===== src/rtl/mem_port_arbiter.sv =====
// Single-outstanding arbiter sharing one memory port between instruction fetch and load/store.
// Data requests win by default; a saturating streak counter lets a waiting fetch through.
module mem_port_arbiter #(
    parameter int XLEN            = 32,
    parameter int MAX_DATA_STREAK = 4
) (
    input  logic            clk,
    input  logic            reset,
    input  logic            if_req_valid,
    input  logic [XLEN-1:0] if_req_addr,
    output logic            if_req_ready,
    input  logic            if_flush,
    output logic            if_resp_valid,
    output logic [XLEN-1:0] if_resp_rdata,
    input  logic            d_req_valid,
    input  logic            d_req_we,
    input  logic [XLEN-1:0] d_req_addr,
    input  logic [XLEN-1:0] d_req_wdata,
    input  logic [3:0]      d_req_wstrb,
    output logic            d_req_ready,
    output logic            d_resp_valid,
    output logic [XLEN-1:0] d_resp_rdata,
    output logic            mem_req_valid,
    output logic            mem_req_we,
    output logic [XLEN-1:0] mem_req_addr,
    output logic [XLEN-1:0] mem_req_wdata,
    output logic [3:0]      mem_req_wstrb,
    input  logic            mem_req_ready,
    input  logic            mem_resp_valid,
    input  logic [XLEN-1:0] mem_resp_rdata,
    output logic            stall_if,
    output logic            stall_mem
);

    localparam int SW = $clog2(MAX_DATA_STREAK + 1);
    localparam logic [SW-1:0] STREAK_MAX = SW'(MAX_DATA_STREAK);

    localparam logic [1:0] S_IDLE  = 2'd0;
    localparam logic [1:0] S_ISSUE = 2'd1;
    localparam logic [1:0] S_WAIT  = 2'd2;
    localparam logic [1:0] S_RESP  = 2'd3;

    logic [1:0]      state;
    logic [SW-1:0]   streak;
    logic            owner_data;
    logic            drop;
    logic            we_q;
    logic [XLEN-1:0] addr_q;
    logic [XLEN-1:0] wdata_q;
    logic [XLEN-1:0] rdata_q;
    logic [3:0]      wstrb_q;

    logic fetch_wins;
    logic grant_if;
    logic grant_d;

    // Readies are gated by reset so every output is 0 while reset is held.
    always_comb begin
        fetch_wins = if_req_valid && (!d_req_valid || streak == STREAK_MAX);
        grant_if   = (state == S_IDLE) && !reset && fetch_wins;
        grant_d    = (state == S_IDLE) && !reset && d_req_valid && !fetch_wins;
    end

    assign if_req_ready  = grant_if;
    assign d_req_ready   = grant_d;
    assign stall_if      = !reset && if_req_valid && !grant_if;
    assign stall_mem     = !reset && d_req_valid && !grant_d;

    assign mem_req_valid = (state == S_ISSUE);
    assign mem_req_we    = we_q;
    assign mem_req_addr  = addr_q;
    assign mem_req_wdata = wdata_q;
    assign mem_req_wstrb = wstrb_q;

    assign if_resp_valid = (state == S_RESP) && !owner_data && !drop;
    assign d_resp_valid  = (state == S_RESP) && owner_data;
    assign if_resp_rdata = rdata_q;
    assign d_resp_rdata  = rdata_q;

    always_ff @(posedge clk or posedge reset) begin
        if (reset) begin
            state      <= S_IDLE;
            streak     <= '0;
            owner_data <= 1'b0;
            drop       <= 1'b0;
            we_q       <= 1'b0;
            addr_q     <= '0;
            wdata_q    <= '0;
            wstrb_q    <= '0;
            rdata_q    <= '0;
        end else begin
            case (state)
                S_IDLE: begin
                    drop <= 1'b0;
                    if (grant_if) begin
                        owner_data <= 1'b0;
                        we_q       <= 1'b0;
                        addr_q     <= if_req_addr;
                        wdata_q    <= '0;
                        wstrb_q    <= '0;
                        streak     <= '0;
                        state      <= S_ISSUE;
                    end else if (grant_d) begin
                        owner_data <= 1'b1;
                        we_q       <= d_req_we;
                        addr_q     <= d_req_addr;
                        wdata_q    <= d_req_wdata;
                        wstrb_q    <= d_req_we ? d_req_wstrb : 4'b0000;
                        if (!if_req_valid)
                            streak <= '0;
                        else if (streak != STREAK_MAX)
                            streak <= streak + SW'(1);
                        state      <= S_ISSUE;
                    end
                end
                S_ISSUE: begin
                    if (if_flush && !owner_data)
                        drop <= 1'b1;
                    if (mem_req_ready)
                        state <= S_WAIT;
                end
                S_WAIT: begin
                    if (if_flush && !owner_data)
                        drop <= 1'b1;
                    if (mem_resp_valid) begin
                        // Stores report completion only, never memory data.
                        rdata_q <= we_q ? '0 : mem_resp_rdata;
                        state   <= S_RESP;
                    end
                end
                default: begin
                    drop  <= 1'b0;
                    state <= S_IDLE;
                end
            endcase
        end
    end

endmodule


===== config.mk =====
export PLATFORM = sky130hd
export DESIGN_NAME = mem_port_arbiter
export DESIGN_NICKNAME = d
export VERILOG_FILES = /design/src/rtl/mem_port_arbiter.sv
export SDC_FILE = /design/constraint.sdc
export NUM_CORES = 1
export LEC_CHECK = 0
export CORE_MARGIN = 10
export CORE_UTILIZATION = 25
export CTS_CLUSTER_SIZE = 30
export DETAILED_ROUTE_END_ITERATION = 12
export SLEW_MARGIN = 30
export SYNTH_ARGS = -nofsm -noshare
export SYNTH_HDL_FRONTEND = slang
export SYNTH_SLANG_ARGS = --single-unit

===== constraint.sdc =====
create_clock -name clk -period 4.9 [get_ports clk]
set_input_delay 1.225 -clock clk [delete_from_list [all_inputs] [get_ports clk]]
set_output_delay 1.225 -clock clk [all_outputs]
set_load 0.01 [all_outputs]

==> results.md <==
* Share of the synthesized area in the top cell type at 0.563
* Leading area contributor after synthesis: dfrtp_1
* Final Hold Vio Count at 0
* Vias in the first global route at 4193
* Final RePlAce weighted congestion at 0.756
* First-pass GRT wire length at 25.6 mm
* Post-CTS setup repair buffer count at 0
* Syn Area/Cell at 10.1 µm²
* Startpoint Class: input port
* Register area at 2700 µm²
* TNS Setup at 0 ns
* Most frequent CP cell: clkdlybuf4s50_1
* Sequential fraction of design power at 0.346
* Critical path class: input port to primary output
* Std-Cell Rows at 50
* Layout area overhead at 64.7%
* First-pass iteration count of the detailed router at 4
* Clock Power Share at 0.168
* Fillers at 1853
* CTS root buf: clkbuf_16
* Crit end category: primary output
* Core Util, Final at 0.420
* Core area at 18800 µm²
* Yosys reg bits at 108
* CTS resizes at 0
* Placed Area at 7600 µm²
* Setup-violating endpoint count in the final report at 0
* Starting Density at 0.255
* Final nets at 860
* Ratio of final minimum period to clock period at 0.853
* Share of total power in combinational logic at 0.486
* RSZ-0062 raised after global routing: false
* Crit-path max FO at 6
* Via Count at 4220
* CTS buffer count at 9
* CP required at 3.67 ns
* Chip Width at 159 µm
* Worst Skew at 0.0115 ns
* I/O Pins at 280
* Max Slew Vio Count at 0
* Via density at 4.31
* Clock buffer depth at 2
* Sinks on Clock Net at 108
* Top FF cell, synth: dfrtp_1
* Max_cap viols at 0
* Initial antenna violation count at 0
* Seq/Total Area, Yosys at 0.563
* Switching portion of total power at 0.345
* Wire per inst at 17.9 µm
* Die height at 159 µm
* Synthesized area at 4800 µm²
* CTS tree: done
* Synth Instances at 477
* Ys async rst share at 1.00
* DRT Wirelength at 17.6 mm
* Yosys warns at 0
* Clk_lat worst skew at 0.35 ns
* CP arrival at 2.95 ns
* Post-DP HPWL at 13.2 mm
* Syn Nets at 623
* ANT nets after route at 0
* Fmax at 239 MHz
* DR iter-0 viols at 152
* Share of layout cells above drive strength 1 at 0.0445
* Post-CTS Hold Buffers at 0
* Global route total overflow at 0
* CTS H-tree lvls at 3
* Pwr Density at 568 nW/µm²
* Headroom to the max-slew limit at 0.403
* Cell Chain, Critical Path: clkdlybuf4s50_1, a21bo_1, nand3_4, and3_1, clkdlybuf4s50_1
* Design Area, Final at 7910 µm²
* Final routed DRC violation total at 0
* Largest net degree at the start of global routing at 65
* VDD IR max at 0.230 mV
* Number of synthesized flops with an enable pin at 0
* P_int at 0.00294 W
* Slowest Stage Delay on Critical Path at 0.60 ns
* Top cells by area, synth: dfrtp_1, a21oi_1, buf_4
* Port Buffers at 279
* GRT Total Usage at 0.131
* Multi-input logic area at 1680 µm²
* Die area at 25200 µm²
* Final Critical Period at 4.18 ns
* Worst-Margin Slew at 0.895 ns
* Slowest stage cell on the critical path: clkdlybuf4s50_1
* Leak Pwr at 3.38 nW
* HP Class: flip-flop to flip-flop
* Most common cell after layout, fill and taps aside: clkdlybuf4s50_1
* Leading cell types in the layout, fill and taps excluded: clkdlybuf4s50_1, dfrtp_1, nand2_1, a21oi_1, o21ai_0
* Unique masters post-synth at 31
* Outcome: finished clean
* Clock-pin slew of the registers on the worst-case setup and hold paths at 0.07 ns
* Net switching power at 0.00155 W
[layer usage]
metal	routed length (µm)	vias to the layer above	GRT usage
li1	-	2057	-
met1	7250	2009	0.160
met2	8770	143	0.220
met3	1370	11	0.0413
met4	167	0	0.0291
met5	0	-	0
[cells by family (layout without fill, tap and decap cells)]
family	after synthesis	count (layout)	synth area share
flip-flops	108	108	0.562
buffers and inverters	72	314	0.0919
other	0	1	0
AO/OA/AOI/OAI	148	148	0.193
multiplexers	1	1	0.00234
AND/OR/NAND/NOR	142	142	0.135
adder cells (fa/ha/maj)	6	6	0.0156
[layout make-up]
| class | count | area share |
|---|---|---|
| repair buffers | 289 | 0.362 |
| flip-flops and latches | 108 | 0.342 |
| multi-input cells | 297 | 0.212 |
| well taps | 260 | 0.0411 |
| clock buffers | 11 | 0.0307 |
| clock inverters | 5 | 0.00759 |
| inverters | 9 | 0.00474 |
| diodes | 1 | 0.000316 |
[sequential cells by signal, summed over array words and instances (netlist names)]
name	flops
drop	1
streak	3
d_resp_rdata	32
state	2
mem_req_addr	32
mem_req_wdata	32
mem_req_we	1
mem_req_wstrb	4
owner_data	1
[final timing paths]
path / from / end / slack (ns) / depth (start not counted)
min in group asynchronous: reset / mem_req_wdata[28]$_DFFE_PP0P_ / 1.51 / 3
max in group asynchronous: reset / d_resp_rdata[31]$_DFFE_PP0P_ / 2.13 / 4
worst max register to register: state[0]$_DFFE_PP0P_ / mem_req_addr[9]$_DFFE_PP0P_ / 2.79 / 9
worst min-delay path: mem_req_wstrb[0]$_DFFE_PP0P_ / mem_req_wstrb[0]$_DFFE_PP0P_ / 0.49 / 1
worst min register to register: mem_req_wstrb[0]$_DFFE_PP0P_ / mem_req_wstrb[0]$_DFFE_PP0P_ / 0.49 / 1
worst max-delay path: d_req_valid / stall_if / 0.72 / 5
[Yosys cell counts, types with 2 or more instances]
library cell,instances
a22o_1,33
nor3b_1,2
ha_1,6
inv_1,8
buf_2,11
a32o_1,4
buf_4,40
dfrtp_1,108
nor2b_1,2
nor2_1,32
clkbuf_1,11
o21a_1,3
o21ai_0,34
a21oi_1,66
nand2b_1,32
o22ai_1,2
nand2_1,69
[power by group through the flow]
stage	Combinational [W]	Clock (W)	Sequential, W
after CTS	0.00224	0.000793	0.00156
final	0.00219	0.000754	0.00155
after detailed placement	0.00223	0	0.00157
after global routing	0.00236	0.000831	0.00161
after floorplan	0.000904	0	0.00170
after global placement	0.00221	0	0.00157
[through the flow]
| step | worst slack (ns) | hold WS (ns) | total power, W | std cells |
|---|---|---|---|---|
| 3_5_place_dp | 0.703 | 0.481 | 0.00381 | 963 |
| 2_1_floorplan | 0.446 | 0.465 | 0.00260 | 477 |
| 3_3_place_gp | 0.721 | 0.473 | 0.00378 | 963 |
| 4_1_cts | 0.705 | 0.498 | 0.00459 | 979 |
| 5_1_grt | 0.659 | 0.521 | 0.00481 | 979 |
| 6_report | 0.720 | 0.493 | 0.00450 | 980 |
[worst max-delay path: cells and delay by family]
family                 cells  cell delay (ns)
buffers and inverters      2             1.20
AOI/OAI and AO/OA          1             0.27
and+or+nand+nor            2             0.26
No activity file was read; power rests on OpenSTA's default activity.
==> variant (same settings) <==
Reset style: synchronous (`reset`), changed in one clocked block.
--- a/src/rtl/mem_port_arbiter.sv
+++ b/src/rtl/mem_port_arbiter.sv
@@ -79,3 +79,3 @@
 
-    always_ff @(posedge clk or posedge reset) begin
+    always_ff @(posedge clk) begin
         if (reset) begin
Behaviour: differs if reset is asserted again (counterexample within 4 cycles, from zero or initial values and one cycle with reset high); with reset held inactive, the same outputs for 4 cycles.
==> variant against the original RTL <==
- maximum frequency decreased by 1.3%
- sequential cell count unchanged
- final area decreased by 5.1%
- synthesized area decreased by 6.3%
- setup slack got worse by 0.056 ns
- sequential share of layout area decreased by 5.4 points
- die area decreased by 5.5%
- routed wire length decreased by 2.8%
- largest cell class unchanged
Power is not compared: it rests on default switching activity, and its combinational part moved more than twofold at a synthesized area within 25%.
==> variant: results (changes against the original RTL) <==
| Metric | Value |
|---|---|
| Vias in the first global route | 4617 (+10%) |
| Metal-1 WL | 7036 um (-2.9%) |
| Critical Path Fanout Max | 8 (+2) |
| Critical R2R Capture | mem_req_addr[8] |
| Mean number of vias per cell | 4.559 (+5.9%) |
| R2R depth | 7 (-2) |
| Hold Crit Endpoint | drop |
| Top cells by area, synth | dfxtp_1 48%, nor2_1 11%, buf_4 6.3% |
| Status | completed |
| Antenna diodes | 0 (-1) |
| Mux share of post-synthesis cell area | 0.002223 (-0.0001209) |
| Layout cells sized above 1 | 0.04084 (-0.003663) |
| Met1 Use GR | 0.1615 (+0.001643) |
| Met3 wire len | 1511 um (+10%) |
| Post-DP HPWL | 12280 um (-7.0%) |
| Adder-Cell Fraction of Synth Area | 0.01667 (+0.001046) |
| GRT Total Usage | 0.1377 (+0.006872) |
| Syn nets | 679 (+9.0%) |
| Met2 Wirelength | 8273 um (-5.7%) |
| Area fraction in compound gates after synthesis | 0.1192 (-0.07377) |
| Layout Cells excl Fill | 988 (+0.82%) |
| Global-route wire length before repair | 26790 um (+4.4%) |
| Initial detailed-routing violation count | 194 (+28%) |
| Async SR Flop Fraction | 0 (-1.000) |
| Grt met2 use | 0.2260 (+0.005581) |
| Seq/Total Area, Yosys | 0.4801 (-0.08237) |
| Post-Synthesis Cells | 533 (+12%) |
| Final GP Congestion | 0.7580 (+0.22%) |
| Reg2reg setup slack | 2.89 ns (+0.10 ns) |
| Fillers | 1802 (-2.8%) |
-- variant: cell types whose count changed after synthesis, sizes merged, moves of 34 or more --
| cell | before | now |
|---|---|---|
| dfrtp | 108 | 0 |
| dfxtp | 0 | 108 |
| nor2 | 32 | 137 |
| nand2 | 69 | 5 |
| a22oi | 0 | 34 |
-- variant: cells by family after synthesis --
| group | Yosys count |
|---|---|
| AND/OR/NAND/NOR | 253 |
| buffers and inverters | 83 |
| adder cells (fa/ha/maj) | 6 |
| multiplexers | 1 |
| flip-flops | 108 |
| AO/OA/AOI/OAI | 82 |
-- variant: worst max-delay path by stage --
stage	to	start	slack (ns)	cells after the start
6_report	stall_mem	if_req_valid	0.66	5
5_1_grt	stall_mem	if_req_valid	0.53	5
4_1_cts	stall_mem	if_req_valid	0.63	5
3_5_place_dp	stall_mem	if_req_valid	0.63	5
3_3_place_gp	stall_mem	if_req_valid	0.62	5
2_1_floorplan	stall_mem	if_req_valid	1.42	6
-- variant: worst max-delay path, stage by stage --
cell	delay, ns
clkdlybuf4s50_1	0.69
nand3_1	0.11
and3_1	0.22
nor3b_1	0.19
clkdlybuf4s50_1	0.57
-- variant: area by class of cell --
| class | count | area share |
|---|---|---|
| flip-flops and latches | 108 | 0.2878 |
| clock buffers | 9 | 0.02998 |
| clock inverters | 7 | 0.009161 |
| well taps | 229 | 0.03814 |
| inverters | 7 | 0.003498 |
| repair buffers | 286 | 0.3806 |
| multi-input cells | 342 | 0.2508 |
-- variant: through the flow --
step                      hold slack (ns)  utilization  cell area [um^2]  worst slack, ns
after global routing               0.5210       0.4211              7512           0.5311
after floorplan                    0.4377            -              4503            1.418
after detailed placement           0.4635       0.4046              7218           0.6263
after CTS                          0.4823       0.4211              7512           0.6302
final                              0.4757       0.4211              7512           0.6642
after global placement             0.4594       0.4041              7209           0.6250
